File: config.mk
export PLATFORM = sky130hd
export DESIGN_NAME = control_barrido_display_flat
export DESIGN_NICKNAME = d
export VERILOG_FILES = /design/src/rtl/control_barrido_display_pkg.sv /design/src/rtl/control_barrido_display_if.sv /design/src/rtl/control_barrido_display_divisor_barrido.sv /design/src/rtl/control_barrido_display.sv /design/src/flat_wrapper.sv
export SDC_FILE = /design/constraint.sdc
export NUM_CORES = 1
export LEC_CHECK = 0
export BUFFER_PORTS_ARGS = -buffer_cell sky130_fd_sc_hd__buf_4
export CORE_MARGIN = 1.5
export CORE_UTILIZATION = 50
export DETAILED_ROUTE_END_ITERATION = 12
export PLACE_DENSITY_LB_ADDON = 0.1
export SYNTH_ARGS = -nofsm -noshare
export SYNTH_HDL_FRONTEND = slang
export SYNTH_SLANG_ARGS = --single-unit
File: constraint.sdc
create_clock -name clk -period 2.11 [get_ports clk]
set_input_delay 0.422 -clock clk [delete_from_list [all_inputs] [get_ports clk]]
set_output_delay 0.422 -clock clk [all_outputs]
set_load 0.05 [all_outputs]
File: src/rtl/control_barrido_display_pkg.sv
`default_nettype none
// ============================================================================
//  Module      : control_barrido_display_pkg
//  Description : Shared types, constants and helpers for the 4-digit
//                7-segment scan controller.
//                - estado_t      : scan FSM states (dark gap / digit lit)
//                - DIGITO_BLANCO : code that the decoder renders as blank
//                - ANODOS_OFF    : active-low anode pattern with all digits off
//                - N_DIGITOS     : number of multiplexed digits
//  Revision    : 1.0 - initial release
// ============================================================================
package control_barrido_display_pkg;

    typedef enum logic [0:0] {
        APAGADO   = 1'b0,
        ENCENDIDO = 1'b1
    } estado_t;

    localparam logic [3:0] DIGITO_BLANCO = 4'hF;
    localparam logic [3:0] ANODOS_OFF    = 4'b1111;
    localparam int         N_DIGITOS     = 4;

    // Active-low anode pattern that lights only digit k.
    function automatic logic [3:0] anodo_activo(input logic [1:0] k);
        return ~(4'b0001 << k);
    endfunction

    // Code presented to the decoder for digit k of value v. With blanking
    // enabled, digits 3..1 go blank when they and every more-significant
    // digit are zero; digit 0 is always shown so a zero value reads "0".
    // Non-BCD nibbles pass through untouched (the decoder blanks them).
    function automatic logic [3:0] digito_visible(input logic [15:0] v,
                                                  input logic [1:0]  k,
                                                  input logic        ocultar);
        logic       z3;
        logic       z2;
        logic       z1;
        logic       blanco;
        logic [3:0] nib;
        z3 = (v[15:12] == 4'h0);
        z2 = (v[11:8]  == 4'h0);
        z1 = (v[7:4]   == 4'h0);
        case (k)
            2'd3: begin
                nib    = v[15:12];
                blanco = z3;
            end
            2'd2: begin
                nib    = v[11:8];
                blanco = z3 & z2;
            end
            2'd1: begin
                nib    = v[7:4];
                blanco = z3 & z2 & z1;
            end
            default: begin
                nib    = v[3:0];
                blanco = 1'b0;
            end
        endcase
        return (ocultar && blanco) ? DIGITO_BLANCO : nib;
    endfunction

endpackage
`default_nettype wire

File: src/rtl/control_barrido_display_if.sv
`default_nettype none
// ============================================================================
//  Module      : control_barrido_display_if
//  Description : Bus between the value source (vending-machine core / bench)
//                and the display scan controller.
//                  valor         - four BCD digits, [15:12] most significant
//                  carga         - load strobe for valor
//                  ocultar_ceros - enable leading-zero blanking
//                  digito        - code to the BCD-to-7-segment decoder
//                  anodo         - active-low digit enables
//                  fin_barrido   - pulse on the last cycle of a full scan
//                Modports: master = value source, slave = scan controller.
//  Revision    : 1.0 - initial release
// ============================================================================
interface control_barrido_display_if;
    import control_barrido_display_pkg::*;

    logic [4*N_DIGITOS-1:0] valor;
    logic                   carga;
    logic                   ocultar_ceros;
    logic [3:0]             digito;
    logic [N_DIGITOS-1:0]   anodo;
    logic                   fin_barrido;

    modport master (
        output valor,
        output carga,
        output ocultar_ceros,
        input  digito,
        input  anodo,
        input  fin_barrido
    );

    modport slave (
        input  valor,
        input  carga,
        input  ocultar_ceros,
        output digito,
        output anodo,
        output fin_barrido
    );

endinterface
`default_nettype wire

File: src/rtl/control_barrido_display_divisor_barrido.sv
`default_nettype none
// ============================================================================
//  Module      : divisor_barrido
//  Description : Slot timer for the display scan. Counts clk cycles within a
//                digit slot (0..DIV-1) and advances the digit index 0..3 on
//                each wrap.
//                Ports:
//                  clk    - system clock
//                  rst    - synchronous active-high reset
//                  cnt    - cycle position inside the current slot
//                  idx    - digit index of the current slot
//                  ultimo - high on the last cycle of a slot; the next edge
//                           is a slot entry
//  Revision    : 1.0 - initial release
// ============================================================================
module divisor_barrido #(
    parameter  int DIV = 50000,
    localparam int CW  = $clog2(DIV)
) (
    input  wire logic          clk,
    input  wire logic          rst,
    output logic [CW-1:0]      cnt,
    output logic [1:0]         idx,
    output logic               ultimo
);

    localparam logic [CW-1:0] CNT_MAX = CW'(DIV - 1);

    logic [CW-1:0] r_cnt;
    logic [1:0]    r_idx;

    always_ff @(posedge clk) begin
        if (rst) begin
            r_cnt <= '0;
            r_idx <= 2'd0;
        end else if (r_cnt == CNT_MAX) begin
            r_cnt <= '0;
            r_idx <= r_idx + 2'd1;
        end else begin
            r_cnt <= r_cnt + CW'(1);
        end
    end

    assign cnt    = r_cnt;
    assign idx    = r_idx;
    assign ultimo = (r_cnt == CNT_MAX);

endmodule
`default_nettype wire

File: src/rtl/control_barrido_display.sv
`default_nettype none
// ============================================================================
//  Module      : control_barrido_display
//  Description : Time-multiplexed scan controller for a 4-digit common-anode
//                7-segment display, with a dark gap at the start of each slot
//                (anti-ghosting) and optional leading-zero blanking.
//                Ports:
//                  clk    - system clock, rising edge
//                  rst    - synchronous active-high reset
//                  barrido- slave side of control_barrido_display_if
//                           (valor/carga/ocultar_ceros in,
//                            digito/anodo/fin_barrido out, all registered)
//                Parameters:
//                  DIV  - clk cycles per digit slot (>= 2)
//                  DEAD - dark cycles at slot start (0 < DEAD < DIV)
//  Revision    : 1.0 - initial release
// ============================================================================
module control_barrido_display
    import control_barrido_display_pkg::*;
#(
    parameter  int DIV  = 50000,
    parameter  int DEAD = 16,
    localparam int CW   = $clog2(DIV)
) (
    input  wire logic                 clk,
    input  wire logic                 rst,
    control_barrido_display_if.slave  barrido
);

    // Outputs are registered, so every decision is taken one cycle early
    // from the registered slot position: the register then changes on the
    // same edge that moves cnt into the new region.
    localparam logic [CW-1:0] CNT_PENULT = CW'(DIV - 2);
    localparam logic [CW-1:0] DEAD_M1    = CW'(DEAD - 1);

    logic [CW-1:0]          w_cnt;
    logic [1:0]             w_idx;
    logic                   w_ultimo;
    logic [1:0]             w_idx_sig;

    logic [4*N_DIGITOS-1:0] r_snapshot;
    estado_t                r_estado;
    logic [3:0]             r_anodo;
    logic [3:0]             r_digito;
    logic                   r_fin;

    divisor_barrido #(
        .DIV    (DIV)
    ) u_divisor (
        .clk    (clk),
        .rst    (rst),
        .cnt    (w_cnt),
        .idx    (w_idx),
        .ultimo (w_ultimo)
    );

    assign w_idx_sig = w_idx + 2'd1;

    always_ff @(posedge clk) begin
        if (rst) begin
            r_snapshot <= '0;
            r_estado   <= APAGADO;
            r_anodo    <= ANODOS_OFF;
            r_digito   <= DIGITO_BLANCO;
            r_fin      <= 1'b0;
        end else begin
            // A load on a slot-entry edge still lands here, but the entry
            // below reads the pre-edge snapshot, so that slot shows old data.
            if (barrido.carga) begin
                r_snapshot <= barrido.valor;
            end

            r_fin <= (w_idx == 2'd3) && (w_cnt == CNT_PENULT);

            if (w_ultimo) begin
                // Slot entry: go dark and latch the new digit so it is
                // stable long before its anode turns on.
                r_estado <= APAGADO;
                r_anodo  <= ANODOS_OFF;
                r_digito <= digito_visible(r_snapshot, w_idx_sig,
                                           barrido.ocultar_ceros);
            end else if ((r_estado == APAGADO) && (w_cnt == DEAD_M1)) begin
                r_estado <= ENCENDIDO;
                r_anodo  <= anodo_activo(w_idx);
            end
        end
    end

    assign barrido.anodo       = r_anodo;
    assign barrido.digito      = r_digito;
    assign barrido.fin_barrido = r_fin;

endmodule
`default_nettype wire

File: src/flat_wrapper.sv
// flat-port wrapper written by rule: the top's interface ports become plain ports
module control_barrido_display_flat import control_barrido_display_pkg::*;
#(
    parameter  int DIV  = 50000,
    parameter  int DEAD = 16,
    localparam int CW   = $clog2(DIV)
)
  (clk, rst, barrido_valor, barrido_carga, barrido_ocultar_ceros, barrido_digito, barrido_anodo, barrido_fin_barrido);
  control_barrido_display_if barrido_i ();
  input  wire logic clk;
  input  wire logic rst;
  input wire logic [$bits(barrido_i.valor)-1:0] barrido_valor;
  input wire logic [$bits(barrido_i.carga)-1:0] barrido_carga;
  input wire logic [$bits(barrido_i.ocultar_ceros)-1:0] barrido_ocultar_ceros;
  output wire logic [$bits(barrido_i.digito)-1:0] barrido_digito;
  output wire logic [$bits(barrido_i.anodo)-1:0] barrido_anodo;
  output wire logic [$bits(barrido_i.fin_barrido)-1:0] barrido_fin_barrido;
  assign barrido_i.valor = barrido_valor;
  assign barrido_i.carga = barrido_carga;
  assign barrido_i.ocultar_ceros = barrido_ocultar_ceros;
  assign barrido_digito = barrido_i.digito;
  assign barrido_anodo = barrido_i.anodo;
  assign barrido_fin_barrido = barrido_i.fin_barrido;
  control_barrido_display #(.DIV(DIV), .DEAD(DEAD)) u_core (.clk(clk), .rst(rst), .barrido(barrido_i));
endmodule
* Word level (Yosys, flattened, before mapping)
Index checks and enable logic that the tools add are counted.
** Word-level totals
- Bits in registers :: 44
- Input port bits :: 20
** Cells by class
- Mux-type cells :: 5
- Eq/ne operators :: 7
- Reduce and logical (&&, ||, !) cells :: 7
- Bitwise logic cells :: 4
- Add/sub/neg operators :: 2
- Shift operators :: 1
** Operators with widths (number)
- equality test 16 bit (second input constant) :: 2
- adder 16 x 1 -> 16 bit (second input constant) :: 1
- equality test 16 x 4 -> 1 bit (second input constant) :: 1
- logical NOT 4 bit :: 3
- one-hot mux 4 bit (3 select lines) :: 1
- equality test 2 bit (second input constant) :: 3
- 2-to-1 mux 4 bit :: 1
- inverter 4 bit :: 1
- left shift 1 x 2 -> 4 bit (first input constant) :: 1
- logical AND 1 bit :: 3
- one-hot mux 1 bit (3 select lines) :: 1
- adder 2 x 1 -> 2 bit (second input constant) :: 1
- bitwise AND 1 bit :: 2
- equality test 2 x 1 -> 1 bit (second input constant) :: 1
- 2-to-1 mux 1 bit :: 2
- OR reduction 2 bit :: 1
- inverter 1 bit :: 1

* Longest topological paths before layout
- Word-level depth :: 8
- Depth in mapped cells :: 8
- Gate-level depth less buffers :: 6

* Modules after synthesis
Synthesis repeated with hierarchy kept, for this count alone.
** Second synthesis, totals
- Cell total of the unflattened synthesis :: 201
- Area, all modules :: 1964.4 sq um
** Modules (own cells, without submodules)
- control_barrido_display :: times used 1, area an instance 1134.8 sq um, seq. area each 520.5 sq um, cells an instance 110
- divisor_barrido :: times used 1, area an instance 829.5 sq um, seq. area each 360.3 sq um, cells an instance 91

* Least setup slack after synthesis
Ideal clock, no wire load.
- Path kind :: register -> register
- Start :: register u_core.u_divisor.r_cnt[4], in the netlist u_core.u_divisor.cnt[4]
- End :: register u_core.u_divisor.r_cnt[4], in the netlist u_core.u_divisor.cnt[4]
- Stages on the path, launching flop included :: 8
- Buffers on the path :: 3
- Arrival :: 1848 ps
- Required time :: 1995 ps
- Library setup time :: 115 ps
- Period minus slack after synthesis :: 1963 ps
- Setup slack :: 147 ps
- Cells stage by stage :: dfxtp_1 or4_4 or4_4 buf_6 nand2b_2 buf_6 buf_12 nor2_1
** On the way
- Longest elaborated chain between the ends :: 2
** RTL lines
- from (decl) :: line control_barrido_display_divisor_barrido.sv:29 : logic [CW-1:0] r_cnt;
- from (signal assigned) :: line control_barrido_display_divisor_barrido.sv:40 : r_cnt <= r_cnt + CW'(1);
- branches (longest 2 deep; another with adder 16 x 1 -> 16 bit)
Parallel ways; which one is timed is not known.
A chain may end at the register's enable or synchronous reset.

* Worst setup path in the final report
- Start :: register u_core.u_divisor.r_cnt[4], in the netlist u_core.u_divisor.cnt[4]
- End :: register u_core.u_divisor.r_cnt[5], in the netlist u_core.u_divisor.cnt[5]
Same word-level chain as after synthesis.

==> results.sh <==
export IMPL_ys_types=33
export IMPL_drc=0
export IMPL_place_congestion=0.8100
export IMPL_cts_path_max_buffers=2
export IMPL_portBuffers=28
export IMPL_cts_htree_levels=2
export IMPL_start_util=0.5361
export IMPL_end_kind="register"
export IMPL_holdBufCountCts=0
export IMPL_ys_warn_count=0
export IMPL_synth_nets=242
export IMPL_netlist_area_sq_mm=0.002007
export IMPL_holdCritPathClass="input port to register"
export IMPL_ir_drop_v=0.0004101
export IMPL_power_density_mw_per_mm2=661.1
export IMPL_cp_common_cell="or4_4"
export IMPL_synth_async_reset_ratio=0
export IMPL_timing_max_cap_violations=0
export IMPL_p_leak_nw=0.9832
export IMPL_worstSkewPairLatency_ns=0.29
export IMPL_yosysTopAreaCellShare=0.4389
export IMPL_antenna_found_initial=0
export IMPL_finalSetupViolations=0
export IMPL_wl_mm=4.001
export IMPL_ios=29
export IMPL_layout_drive_gt1_share=0.1926
export IMPL_gr_total_overflow=0
export IMPL_required_ns=2.28
export IMPL_dieArea_sq_mm=0.004403
export IMPL_muxShareOfSynthArea=0.07980
export IMPL_critPathMaxFanout=16
export IMPL_synth_edf_count=0
export IMPL_ant_nets=0
export IMPL_grt_pass1_wl_mm=6.734
export IMPL_hold_viol_final=0
export IMPL_fin_crit_ns=2.022
export IMPL_whs_ns=0.3556
export IMPL_synth_main_ff_cell="dfxtp_1"
export IMPL_vias=1611
export IMPL_startpoint_type="register"
export IMPL_cts_made_buffers=5
export IMPL_yosysMostFrequentCell="dfxtp_1"
export IMPL_ys_ff_latch=44
export IMPL_rsz0062_at_grt="false"
export IMPL_dpl_cell_area_sq_mm=0.002238
export IMPL_synthAdderAreaFrac=0.04364
export IMPL_crit_type="register to register"
export IMPL_synthSimpleGateAreaFrac=0.2288
export IMPL_tritoncts="yes"
export IMPL_syn_inst=215
export IMPL_syn_to_final_growth_pct=16.33
export IMPL_design_core_area_sq_mm=0.003744
export IMPL_syn_area_per_cell_sq_um=9.335
export IMPL_synth_top_family_by_area="simple AND/OR/NAND/NOR gates"
export IMPL_tns_ns=0
export IMPL_fin_area_sq_mm=0.002335
export IMPL_synth_xor_area_share=0.04800
export IMPL_path_clk_slew_ns=0.08
export IMPL_finalNetCount=271
export IMPL_worst_slack_ns=0.08757
export IMPL_power_mw=1.544
export IMPL_grt_usage=0.2008
export IMPL_post_cts_repair_setup_buffers=0
export IMPL_synth_compound_area_frac=0.1172
export IMPL_fin_crit_sh=0.9585
export IMPL_die_h_microns=66.36
export IMPL_synth_common_cells="44 x dfxtp_1, 35 x nor2_1, 16 x mux2i_1"
export IMPL_cts_resized=0
export IMPL_clkSinkCount=44
export IMPL_grt_max_degree=27
export IMPL_grt_pass1_vias=1483
export IMPL_viasPerCell=5.517
export IMPL_yosys_area_top_type="dfxtp_1"
export IMPL_row_count=22
export IMPL_drt_pass1_iterations=4
export IMPL_status="complete, no violations"
export IMPL_wl_per_cell_microns=13.70
export IMPL_slew_viol_final=0
export IMPL_fillCellCount=361
export IMPL_dp_hpwl_mm=2.889
export IMPL_die_x_microns=66.36
export IMPL_ys_seq_area_frac=0.4389
export IMPL_n_antenna_cell=0
export IMPL_skew_ns=0.005760
export IMPL_relSlewSlack=0.7479
export IMPL_worst_pin_slew_ns=0.3782
export IMPL_dp_slack_ns=0.09661
export IMPL_fmax_ghz=0.4945
export IMPL_ctsRootBufferMaster="clkbuf_8"
export IMPL_path_cells="or4_4 -> or4_4 -> nand2b_2 -> nor2_1"
export IMPL_synth_top_cells_by_area="dfxtp_1 44%, mux2i_1 8.0%, nor2_1 6.5%, ha_1 4.4%, a21oi_1 3.5%"
export IMPL_drt_iter0_drc=109
export IMPL_crit_slowest_cell="or4_4"
export IMPL_cpPeakStageDelay_ns=0.59
export IMPL_worstPathArrival_ns=2.20
final cells by class:
type / instances / area, sq um / area share
inverter: 5 / 18.77 / 0.008039
clock buffer: 7 / 96.34 / 0.04126
sequential: 44 / 880.8 / 0.3773
multi-input combinational: 156 / 1039 / 0.4448
tap: 48 / 60.06 / 0.02572
timing repair buffer: 32 / 240.2 / 0.1029
sequential cells by signal, indices dropped and copies added, names as in the netlist:
signal,flops
u_core.barrido.anodo,4
u_core.barrido.digito,4
u_core.barrido.fin_barrido,1
u_core.r_estado,1
u_core.r_snapshot,16
u_core.u_divisor.cnt,16
u_core.u_divisor.idx,2
kinds of logic (layout without fill, tap and decap cells):
kind of cell / count (synthesis) / count (layout)
AND/OR/NAND/NOR: 86 / 86
flip-flops: 44 / 44
AO/OA/AOI/OAI: 36 / 36
multiplexers: 16 / 16
buffers and inverters: 15 / 44
XOR/XNOR: 11 / 11
adder cells (fa/ha/maj): 7 / 7
where the power goes:
group	leakage (nW)	total [mW]	internal, mW	switching (mW)
Combinational	0.574	0.113	0.0616	0.0517
Sequential	0.359	0.872	0.853	0.0194
Clock	0.0503	0.558	0.291	0.267
Total	0.983	1.54	1.21	0.338
cell usage in the layout (no fill, tap or decap):
master and count:
o21bai_1 4, or4_1 2, or4_4 2, nand4_1 6
a211oi_1 4, and2_2 1, dfxtp_1 44, inv_1 5
nor2b_1 4, and4b_1 1, and3_1 7, o31ai_1 2
a222oi_1 4, clkbuf_8 7, nor2_1 35, a211o_1 1
xor2_1 5, o21ai_0 6, nand3_1 5, nor4_2 1
buf_4 32, nand2_1 7, xnor2_1 6, o2111a_1 1
or3_1 4, ha_1 7, mux2i_1 16, nand2b_2 1
and4bb_2 1, a21oi_1 14, nor2_2 2, nor4_1 7
final timing paths:
kind,start,to,slack [ns],depth (start not counted)
worst min register to register,u_core.u_divisor.cnt[0],u_core.u_divisor.cnt[0],0.49,1
worst max-delay path,u_core.u_divisor.cnt[4],u_core.u_divisor.cnt[5],0.09,4
worst max register to register,u_core.u_divisor.cnt[4],u_core.u_divisor.cnt[5],0.09,4
worst min-delay path,barrido_valor[5],u_core.r_snapshot[5],0.36,3
critical path, delay by kind of cell (launching register included):
| family | cells | cell delay, ns |
|---|---|---|
| and+or+nand+nor | 4 | 1.53 |
| DFF | 1 | 0.36 |
routing by layer:
layer,track usage,wire [microns]
met5,0,0
met3,0.04089,158
met4,0.07653,59
met2,0.2850,1693
met1,0.2954,2090
metrics by stage:
stage	util	instances
final	0.6237	292
after global placement	0.5979	285
after global routing	0.6237	292
after CTS	0.6237	292
after detailed placement	0.5979	285
after floorplan	-	215
No activity file was read; power rests on OpenSTA's default activity.
